===== config.mk =====
export PLATFORM = sky130hd
export DESIGN_NAME = dma_mmio_regfile
export DESIGN_NICKNAME = d
export VERILOG_FILES = /design/src/rtl/dma_mmio_pkg.sv /design/src/rtl/dma_mmio_axil_if.sv /design/src/rtl/dma_mmio_regfile.sv
export SDC_FILE = /design/constraint.sdc
export NUM_CORES = 1
export LEC_CHECK = 0
export BUFFER_PORTS_ARGS = -buffer_cell sky130_fd_sc_hd__buf_4
export CAP_MARGIN = 20
export CORE_MARGIN = 4
export CORE_UTILIZATION = 48
export DETAILED_ROUTE_END_ITERATION = 16
export HOLD_SLACK_MARGIN = 0.02
export PLACE_DENSITY = 0.77
export SLEW_MARGIN = 20
export SYNTH_ARGS = -nofsm -noshare
export SYNTH_HDL_FRONTEND = slang
export SYNTH_SLANG_ARGS = --single-unit

===== constraint.sdc =====
create_clock -name user_clk -period 2.16 [get_ports user_clk]
set_input_delay 0.216 -clock user_clk [delete_from_list [all_inputs] [get_ports user_clk]]
set_output_delay 0.216 -clock user_clk [all_outputs]
set_load 0.03 [all_outputs]

===== src/rtl/dma_mmio_pkg.sv =====
// Shared constants, encodings and helpers for the DMA MMIO register file.
// Optional per-lane write strobes are enabled with DMA_MMIO_WSTRB_EN.
package dma_mmio_pkg;

    localparam int FIELD_W = 27;

    localparam logic [1:0] RESP_OKAY   = 2'b00;
    localparam logic [1:0] RESP_SLVERR = 2'b10;

    // Word offsets (addr[3:2]) inside a ring block and inside the global block.
    localparam logic [1:0] RING_BASE_OFF      = 2'd0;
    localparam logic [1:0] RING_HIGH_OFF      = 2'd1;
    localparam logic [1:0] RING_SIZE_OFF      = 2'd2;
    localparam logic [1:0] RING_CTRL_OFF      = 2'd3;
    localparam logic [7:0] GLB_BLOCK          = 8'h80;
    localparam logic [1:0] GLB_VERSION_OFF    = 2'd0;
    localparam logic [1:0] GLB_IRQ_STATUS_OFF = 2'd1;
    localparam logic [1:0] GLB_IRQ_ENABLE_OFF = 2'd2;

    typedef enum logic {
        DIR_S2C = 1'b0,
        DIR_C2S = 1'b1
    } ring_dir_e;

    // Packed so that {ch, dir} is numerically the ring index 2*ch + dir.
    typedef struct packed {
        logic [2:0] ch;
        ring_dir_e  dir;
    } ring_idx_t;

    function automatic logic [31:0] strb_mask(input logic [3:0] strb);
        strb_mask = {{8{strb[3]}}, {8{strb[2]}}, {8{strb[1]}}, {8{strb[0]}}};
    endfunction

    function automatic logic [FIELD_W-1:0] merge_field(input logic [FIELD_W-1:0] old_v,
                                                       input logic [FIELD_W-1:0] new_v,
                                                       input logic [FIELD_W-1:0] mask);
        merge_field = (old_v & ~mask) | (new_v & mask);
    endfunction

endpackage


===== src/rtl/dma_mmio_axil_if.sv =====
// AXI-Lite slave front end: one-entry AW/W holding registers, B and R response
// registers, and a simple wr_*/rd_* strobe interface toward the register core.
module dma_mmio_axil_if
    import dma_mmio_pkg::*;
(
    input  logic        clk_i,
    input  logic        rst_i,
    input  logic        awvalid_i,
    input  logic [31:0] awaddr_i,
    output logic        awready_o,
    input  logic        wvalid_i,
    input  logic [31:0] wdata_i,
    input  logic [3:0]  wstrb_i,
    output logic        wready_o,
    output logic        bvalid_o,
    output logic [1:0]  bresp_o,
    input  logic        bready_i,
    input  logic        arvalid_i,
    input  logic [31:0] araddr_i,
    output logic        arready_o,
    output logic        rvalid_o,
    output logic [31:0] rdata_o,
    output logic [1:0]  rresp_o,
    input  logic        rready_i,
    output logic        wr_en_o,
    output logic [11:0] wr_addr_o,
    output logic [31:0] wr_data_o,
    output logic [3:0]  wr_strb_o,
    input  logic        wr_err_i,
    output logic        rd_en_o,
    output logic [11:0] rd_addr_o,
    input  logic [31:0] rd_data_i,
    input  logic        rd_err_i
);

    logic        aw_full_q, aw_full_d, w_full_q, w_full_d;
    logic [11:0] aw_addr_q, aw_addr_d;
    logic [31:0] w_data_q, w_data_d, rdata_q, rdata_d;
    logic [3:0]  w_strb_q, w_strb_d;
    logic        bvalid_q, bvalid_d, rvalid_q, rvalid_d;
    logic [1:0]  bresp_q, bresp_d, rresp_q, rresp_d;
    logic        awready_q, awready_d, wready_q, wready_d, arready_q, arready_d;
    logic        unused_addr;

    assign unused_addr = ^{awaddr_i[31:12], araddr_i[31:12]};

    assign wr_en_o   = aw_full_q & w_full_q & ~bvalid_q;
    assign wr_addr_o = aw_addr_q;
    assign wr_data_o = w_data_q;
    assign wr_strb_o = w_strb_q;
    assign rd_en_o   = arvalid_i & arready_q;
    assign rd_addr_o = araddr_i[11:0];

    assign awready_o = awready_q;
    assign wready_o  = wready_q;
    assign arready_o = arready_q;
    assign bvalid_o  = bvalid_q;
    assign bresp_o   = bresp_q;
    assign rvalid_o  = rvalid_q;
    assign rdata_o   = rdata_q;
    assign rresp_o   = rresp_q;

    // Next state of holding registers, responses and the registered readies.
    always_comb begin
        aw_full_d = aw_full_q;
        aw_addr_d = aw_addr_q;
        w_full_d  = w_full_q;
        w_data_d  = w_data_q;
        w_strb_d  = w_strb_q;
        bvalid_d  = bvalid_q;
        bresp_d   = bresp_q;
        rvalid_d  = rvalid_q;
        rdata_d   = rdata_q;
        rresp_d   = rresp_q;
        if (wr_en_o) begin
            aw_full_d = 1'b0;
        end else if (awvalid_i && awready_q) begin
            aw_full_d = 1'b1;
            aw_addr_d = awaddr_i[11:0];
        end else begin
            aw_full_d = aw_full_q;
        end
        if (wr_en_o) begin
            w_full_d = 1'b0;
        end else if (wvalid_i && wready_q) begin
            w_full_d = 1'b1;
            w_data_d = wdata_i;
            w_strb_d = wstrb_i;
        end else begin
            w_full_d = w_full_q;
        end
        if (wr_en_o) begin
            bvalid_d = 1'b1;
            bresp_d  = wr_err_i ? RESP_SLVERR : RESP_OKAY;
        end else if (bvalid_q && bready_i) begin
            bvalid_d = 1'b0;
        end else begin
            bvalid_d = bvalid_q;
        end
        if (rd_en_o) begin
            rvalid_d = 1'b1;
            rdata_d  = rd_err_i ? 32'h0000_0000 : rd_data_i;
            rresp_d  = rd_err_i ? RESP_SLVERR : RESP_OKAY;
        end else if (rvalid_q && rready_i) begin
            rvalid_d = 1'b0;
        end else begin
            rvalid_d = rvalid_q;
        end
        awready_d = ~aw_full_d;
        wready_d  = ~w_full_d;
        arready_d = ~rvalid_d;
    end

    // Interface state registers; reset drops any pending transaction.
    always_ff @(posedge clk_i) begin
        if (rst_i) begin
            aw_full_q <= 1'b0;
            aw_addr_q <= 12'h000;
            w_full_q  <= 1'b0;
            w_data_q  <= 32'h0000_0000;
            w_strb_q  <= 4'h0;
            bvalid_q  <= 1'b0;
            bresp_q   <= RESP_OKAY;
            rvalid_q  <= 1'b0;
            rdata_q   <= 32'h0000_0000;
            rresp_q   <= RESP_OKAY;
            awready_q <= 1'b0;
            wready_q  <= 1'b0;
            arready_q <= 1'b0;
        end else begin
            aw_full_q <= aw_full_d;
            aw_addr_q <= aw_addr_d;
            w_full_q  <= w_full_d;
            w_data_q  <= w_data_d;
            w_strb_q  <= w_strb_d;
            bvalid_q  <= bvalid_d;
            bresp_q   <= bresp_d;
            rvalid_q  <= rvalid_d;
            rdata_q   <= rdata_d;
            rresp_q   <= rresp_d;
            awready_q <= awready_d;
            wready_q  <= wready_d;
            arready_q <= arready_d;
        end
    end

endmodule


===== src/rtl/dma_mmio_regfile.sv =====
// DMA ring register file behind an AXI-Lite slave: per-ring BASE/HIGH/SIZE/CTRL
// plus VERSION/IRQ_STATUS/IRQ_ENABLE. Define DMA_MMIO_WSTRB_EN for byte-lane writes.
module dma_mmio_regfile
    import dma_mmio_pkg::*;
#(
    parameter int          NUM_CH  = 2,
    parameter logic [31:0] VERSION = 32'h0001_0000
) (
    input  logic                            user_clk,
    input  logic                            user_reset,
    input  logic                            s_axi_lite_awvalid,
    input  logic [31:0]                     s_axi_lite_awaddr,
    output logic                            s_axi_lite_awready,
    input  logic                            s_axi_lite_wvalid,
    input  logic [31:0]                     s_axi_lite_wdata,
    input  logic [3:0]                      s_axi_lite_wstrb,
    output logic                            s_axi_lite_wready,
    output logic                            s_axi_lite_bvalid,
    output logic [1:0]                      s_axi_lite_bresp,
    input  logic                            s_axi_lite_bready,
    input  logic                            s_axi_lite_arvalid,
    input  logic [31:0]                     s_axi_lite_araddr,
    output logic                            s_axi_lite_arready,
    output logic                            s_axi_lite_rvalid,
    output logic [31:0]                     s_axi_lite_rdata,
    output logic [1:0]                      s_axi_lite_rresp,
    input  logic                            s_axi_lite_rready,
    output logic [2*NUM_CH*FIELD_W-1:0]     ring_base,
    output logic [2*NUM_CH*FIELD_W-1:0]     ring_high,
    output logic [2*NUM_CH*FIELD_W-1:0]     ring_size,
    output logic [2*NUM_CH-1:0]             ring_en,
    input  logic [2*NUM_CH-1:0]             ring_done,
    output logic                            irq
);

    localparam int NR = 2 * NUM_CH;
    localparam int RW = NR * FIELD_W;

    logic          wr_en, wr_err, rd_en, rd_err;
    logic [11:0]   wr_addr, rd_addr;
    logic [31:0]   wr_data, wr_mask, rd_data;
    logic [3:0]    wr_strb;
    ring_idx_t     wr_ring, rd_ring;
    logic          wr_ring_hit, rd_ring_hit, wr_glb, rd_glb;
    logic [RW-1:0] base_q, base_d, high_q, high_d, size_q, size_d;
    logic [NR-1:0] en_q, en_d, status_q, status_d, enable_q, enable_d, clr;
    logic          irq_q, irq_d;
    logic          unused_misc;

    dma_mmio_axil_if u_axil (
        .clk_i     (user_clk),
        .rst_i     (user_reset),
        .awvalid_i (s_axi_lite_awvalid),
        .awaddr_i  (s_axi_lite_awaddr),
        .awready_o (s_axi_lite_awready),
        .wvalid_i  (s_axi_lite_wvalid),
        .wdata_i   (s_axi_lite_wdata),
        .wstrb_i   (s_axi_lite_wstrb),
        .wready_o  (s_axi_lite_wready),
        .bvalid_o  (s_axi_lite_bvalid),
        .bresp_o   (s_axi_lite_bresp),
        .bready_i  (s_axi_lite_bready),
        .arvalid_i (s_axi_lite_arvalid),
        .araddr_i  (s_axi_lite_araddr),
        .arready_o (s_axi_lite_arready),
        .rvalid_o  (s_axi_lite_rvalid),
        .rdata_o   (s_axi_lite_rdata),
        .rresp_o   (s_axi_lite_rresp),
        .rready_i  (s_axi_lite_rready),
        .wr_en_o   (wr_en),
        .wr_addr_o (wr_addr),
        .wr_data_o (wr_data),
        .wr_strb_o (wr_strb),
        .wr_err_i  (wr_err),
        .rd_en_o   (rd_en),
        .rd_addr_o (rd_addr),
        .rd_data_i (rd_data),
        .rd_err_i  (rd_err)
    );

`ifdef DMA_MMIO_WSTRB_EN
    assign wr_mask = strb_mask(wr_strb);
`else
    logic unused_strb;
    assign wr_mask     = 32'hFFFF_FFFF;
    assign unused_strb = ^wr_strb;
`endif
    assign unused_misc = ^{wr_addr[1:0], rd_addr[1:0], wr_data[4:0], wr_mask[4:0], rd_en};

    // Ring index checked 5 bits wide so that NR = 16 still decodes correctly.
    assign wr_ring     = ring_idx_t'(wr_addr[7:4]);
    assign rd_ring     = ring_idx_t'(rd_addr[7:4]);
    assign wr_ring_hit = (wr_addr[11:8] == 4'h0) && ({1'b0, wr_ring} < 5'(NR));
    assign rd_ring_hit = (rd_addr[11:8] == 4'h0) && ({1'b0, rd_ring} < 5'(NR));
    assign wr_glb      = (wr_addr[11:4] == GLB_BLOCK);
    assign rd_glb      = (rd_addr[11:4] == GLB_BLOCK);
    assign wr_err      = !(wr_ring_hit || (wr_glb && ((wr_addr[3:2] == GLB_IRQ_STATUS_OFF) ||
                                                      (wr_addr[3:2] == GLB_IRQ_ENABLE_OFF))));
    assign rd_err      = !(rd_ring_hit || (rd_glb && (rd_addr[3:2] != 2'd3)));

    // Register next state from the committed write and ring completion pulses.
    always_comb begin
        base_d   = base_q;
        high_d   = high_q;
        size_d   = size_q;
        en_d     = en_q;
        enable_d = enable_q;
        clr      = '0;
        if (wr_en && wr_ring_hit) begin
            for (int r = 0; r < NR; r++) begin
                if (wr_ring == 4'(r)) begin
                    case (wr_addr[3:2])
                        RING_BASE_OFF: base_d[r*FIELD_W +: FIELD_W] =
                            merge_field(base_q[r*FIELD_W +: FIELD_W], wr_data[31:5], wr_mask[31:5]);
                        RING_HIGH_OFF: high_d[r*FIELD_W +: FIELD_W] =
                            merge_field(high_q[r*FIELD_W +: FIELD_W], wr_data[31:5], wr_mask[31:5]);
                        RING_SIZE_OFF: size_d[r*FIELD_W +: FIELD_W] =
                            merge_field(size_q[r*FIELD_W +: FIELD_W], wr_data[31:5], wr_mask[31:5]);
                        RING_CTRL_OFF: en_d[r] = wr_mask[0] ? wr_data[0] : en_q[r];
                        default:       en_d[r] = en_q[r];
                    endcase
                end else begin
                    en_d[r] = en_q[r];
                end
            end
        end else if (wr_en && wr_glb && (wr_addr[3:2] == GLB_IRQ_ENABLE_OFF)) begin
            enable_d = (enable_q & ~wr_mask[NR-1:0]) | (wr_data[NR-1:0] & wr_mask[NR-1:0]);
        end else if (wr_en && wr_glb && (wr_addr[3:2] == GLB_IRQ_STATUS_OFF)) begin
            clr = wr_data[NR-1:0] & wr_mask[NR-1:0];
        end else begin
            clr = '0;
        end
        // A completion pulse wins over a simultaneous write-one-to-clear.
        status_d = (status_q & ~clr) | ring_done;
        irq_d    = |(status_q & enable_q);
    end

    // Read mux; unmapped offsets return zero.
    always_comb begin
        rd_data = 32'h0000_0000;
        if (rd_ring_hit) begin
            for (int r = 0; r < NR; r++) begin
                if (rd_ring == 4'(r)) begin
                    case (rd_addr[3:2])
                        RING_BASE_OFF: rd_data = {base_q[r*FIELD_W +: FIELD_W], 5'b00000};
                        RING_HIGH_OFF: rd_data = {high_q[r*FIELD_W +: FIELD_W], 5'b00000};
                        RING_SIZE_OFF: rd_data = {size_q[r*FIELD_W +: FIELD_W], 5'b00000};
                        default:       rd_data = {31'h0000_0000, en_q[r]};
                    endcase
                end else begin
                    rd_data = rd_data;
                end
            end
        end else if (rd_glb) begin
            case (rd_addr[3:2])
                GLB_VERSION_OFF:    rd_data = VERSION;
                GLB_IRQ_STATUS_OFF: rd_data = 32'(status_q);
                GLB_IRQ_ENABLE_OFF: rd_data = 32'(enable_q);
                default:            rd_data = 32'h0000_0000;
            endcase
        end else begin
            rd_data = 32'h0000_0000;
        end
    end

    // Register file state.
    always_ff @(posedge user_clk) begin
        if (user_reset) begin
            base_q   <= '0;
            high_q   <= '0;
            size_q   <= '0;
            en_q     <= '0;
            status_q <= '0;
            enable_q <= '0;
            irq_q    <= 1'b0;
        end else begin
            base_q   <= base_d;
            high_q   <= high_d;
            size_q   <= size_d;
            en_q     <= en_d;
            status_q <= status_d;
            enable_q <= enable_d;
            irq_q    <= irq_d;
        end
    end

    assign ring_base = base_q;
    assign ring_high = high_q;
    assign ring_size = size_q;
    assign ring_en   = en_q;
    assign irq       = irq_q;

endmodule


==> results.cfg <==
[route]
finalWirelength_um = 68500
vias = 18300
routed_via_density = 5.76
drtIter0Drc = 1965
drc = 0
drtPass1Iterations = 8
ant_nets = 0
wl_per_cell_um = 21.5

[sta]
finalCritPeriodShare_pct = 99.8
rsz0062_at_grt = true
setup_viol = 0
fin_ws_ns = 0.00455
period_needed_ns = 2.16
maxSlewViolCount = 0
relSlewSlack_pct = 49.5
fmax_ghz = 0.464
worst_slew_pin_slew_ns = 0.756
hold_viol = 0
clock_skew_ns = 0.0253
tns_ns = 0

[clocking]
clock_latency_ns = 0.58
cts_buffer_depth = 3
cts_num_sinks = 418
clk_pin_slew_worst_paths_ns = 0.06
htreeDepth = 2
cts_tree = yes
cts_buffers = 44
root_buffer = clkbuf_16

[power_and_ir_drop]
powerDensity_nw_per_um2 = 699
peakVddDrop_mv = 0.541
p_leak_nw = 9.14

[floorplan]
rows = 69
die_area_sq_um = 39700
die_w_um = 199
ios = 481
start_util_pct = 48.9
die_y_um = 199
coreArea_sq_um = 35800

[critical_path]
crit_path_max_incr_delay_ns = 0.61
r2r_start = u_axil.wr_addr_o[8]
start_kind = register
worstPathCellList = or3_4 -> or4_4 -> buf_6 -> nor2_4 -> clkbuf_16 -> nand2_1 -> a21oi_1
crit_slowest_cell = or4_4
worstPathArrival_ns = 2.66
critPathLaunch = u_axil.wr_addr_o[8]
cp.required_ns = 2.66
critPathMaxFanout = 7
r2r_cells = 7
criticalPathCategory = reg2reg
crit_path_end_kind = register

[place]
gp_congestion = 1.00
dp_slack_ns = -0.0419
dpl.cell_count = 3036
place_area_sq_um = 21400
io_buffers = 428
dpl.hpwl_um = 48200

[min_path]
hold_path_depth = 4
hold_path_class = in2reg
hold_path.startpoint = s_axi_lite_araddr[5]

[final_layout]
drive_gt1_share_pct = 22.3
finalNonFillerCells = 3178
fillCellCount = 2913
design_area_sq_um = 23600
area.growth.synth_to_final_pct = 34.3
nets = 2798
diodes = 0

[grt]
grt_pass1_wl_um = 100000
grt_pass1_vias = 16700
grt_usage_pct = 32.3
grt_max_degree = 148
grt_antenna_before_repair = 0
gr-total-overflow = 0

[synthesis]
ys.flop_type = dfxtp_1
synth-seq-cells = 418
ys_types = 49
synth.most_common_cell = nand2_1
async_flop_share_pct = 0
yosysTopAreaCell = dfxtp_1
synth_commonest_cells = nand2_1, dfxtp_1, a21oi_1, clkbuf_1, mux2i_1
synth_area_leaders = dfxtp_1, nand2_1, a21oi_1, mux2i_1, clkbuf_1
ys_seq_area_share_pct = 47.7
synth_edf_count = 0
syn_area_sq_um = 17500
synthCells = 2277
synth_top_cell_area_share_pct = 47.7
syn_area_per_cell_sq_um = 7.70
yosysWarnings = 0

[status]
run_status = finished clean

[job]
maxCapViolations = 0
state kept, by name, summed over array words and instances, names as in the netlist:
signal            cells
u_axil.rdata_o       31
u_axil.bvalid_o       1
u_axil.w_full_q       1
u_axil.wready_o       1
u_axil.wr_addr_o     10
ring_en               4
enable_q              4
ring_base           108
u_axil.bresp_o        1
irq                   1
u_axil.awready_o      1
u_axil.rvalid_o       1
u_axil.rresp_o        1
u_axil.arready_o      1
ring_size           108
u_axil.wr_data_o     31
u_axil.aw_full_q      1
status_q              4
ring_high           108
cells in the final DEF, fill, tap and decap left out, types with 4 or more instances in the layout:
cell             n
nand2_1        821
buf_4          470
dfxtp_1        415
a21oi_1        398
mux2i_1        115
o21ai_0         80
dlygate4sd3_1   54
nor2_1          47
clkbuf_16       47
buf_12          29
o31ai_1         25
a222oi_1        24
a211oi_1        24
clkbuf_1        15
clkbuf_8        11
nand3_1         10
nor3_1           8
a21oi_2          8
inv_1            7
or2_1            6
a22oi_1          6
buf_6            6
or3_1            5
a22o_1           5
clkinv_2         5
nand4_1          4
a311oi_1         4
o2bb2ai_1        4
ha_1             4
where the power goes:
group | switching [mW] | internal, mW | leakage (nW) | total, mW
clock network | 3.13 | 4.46 | 0.708 | 7.59
registers | 0.158 | 7.77 | 3.37 | 7.93
logic | 0.586 | 0.365 | 5.05 | 0.950
per-stage QoR:
| stage | total power, mW | utilization (%) | hold WS (ns) |
|---|---|---|---|
| 2_1_floorplan | 8.53 | - | 0.344 |
| 3_3_place_gp | 8.90 | 59.7 | 0.439 |
| 3_5_place_dp | 8.91 | 59.7 | 0.440 |
| 4_1_cts | 16.5 | 65.2 | 0.0408 |
| 5_1_grt | 16.9 | 65.7 | 0.0687 |
| 6_report | 16.5 | 65.7 | 0.0575 |
final cells by class:
class | instances | area [sq um] | share of cell area, %
Inverter | 7 | 26.3 | 0.112
Timing Repair Buffer | 562 | 4780 | 20.3
Sequential cell | 418 | 8370 | 35.5
Multi-Input combinational cell | 1650 | 8360 | 35.5
Clock buffer | 71 | 1330 | 5.66
Tap cell | 461 | 577 | 2.45
Clock inverter | 9 | 103 | 0.436
path summary, 6_finish.rpt:
kind                              to  slack, ns
setup / recovery       ring_high[65]      0.005
hold reg to reg   u_axil.rdata_o[27]       0.45
hold / removal    u_axil.rdata_o[16]       0.06
setup reg to reg       ring_high[65]      0.005
critical path, delay by kind of cell, from the launching register on:
family	cells	cell delay, ns
buffers and inverters	2	0.38
AO/OA/AOI/OAI	1	0.15
AND/OR/NAND/NOR	4	1.24
flip-flops	1	0.32
routing by layer:
layer	vias up	wire length (um)	GRT usage, %
met2	1107	30200	49.0
met3	171	8340	8.26
met4	0	3070	12.1
met1	8558	26800	44.7
met5	-	0	0
li1	8457	-	-
kinds of logic after synthesis:
| kind of cell | count (synthesis) | share of synthesized area [%] |
|---|---|---|
| other | 1 | 0.0214 |
| muxes | 116 | 6.69 |
| and+or+nand+nor | 941 | 21.4 |
| AOI/OAI and AO/OA | 586 | 18.6 |
| buffers and inverters | 211 | 5.30 |
| adders and majority gates | 4 | 0.285 |
| DFF | 418 | 47.7 |
repair_timing:
action | CTS | global route
setup buffers | 0 | 4
endpoints found under the hold margin | 79 | 0
gates cloned | 0 | 4
pin swaps | 0 | 7
endpoints found under the setup margin | 55 | 174
resized for setup | 2 | 26
hold buffers | 54 | 0
Note: power is estimated with default switching activity, not from simulation.
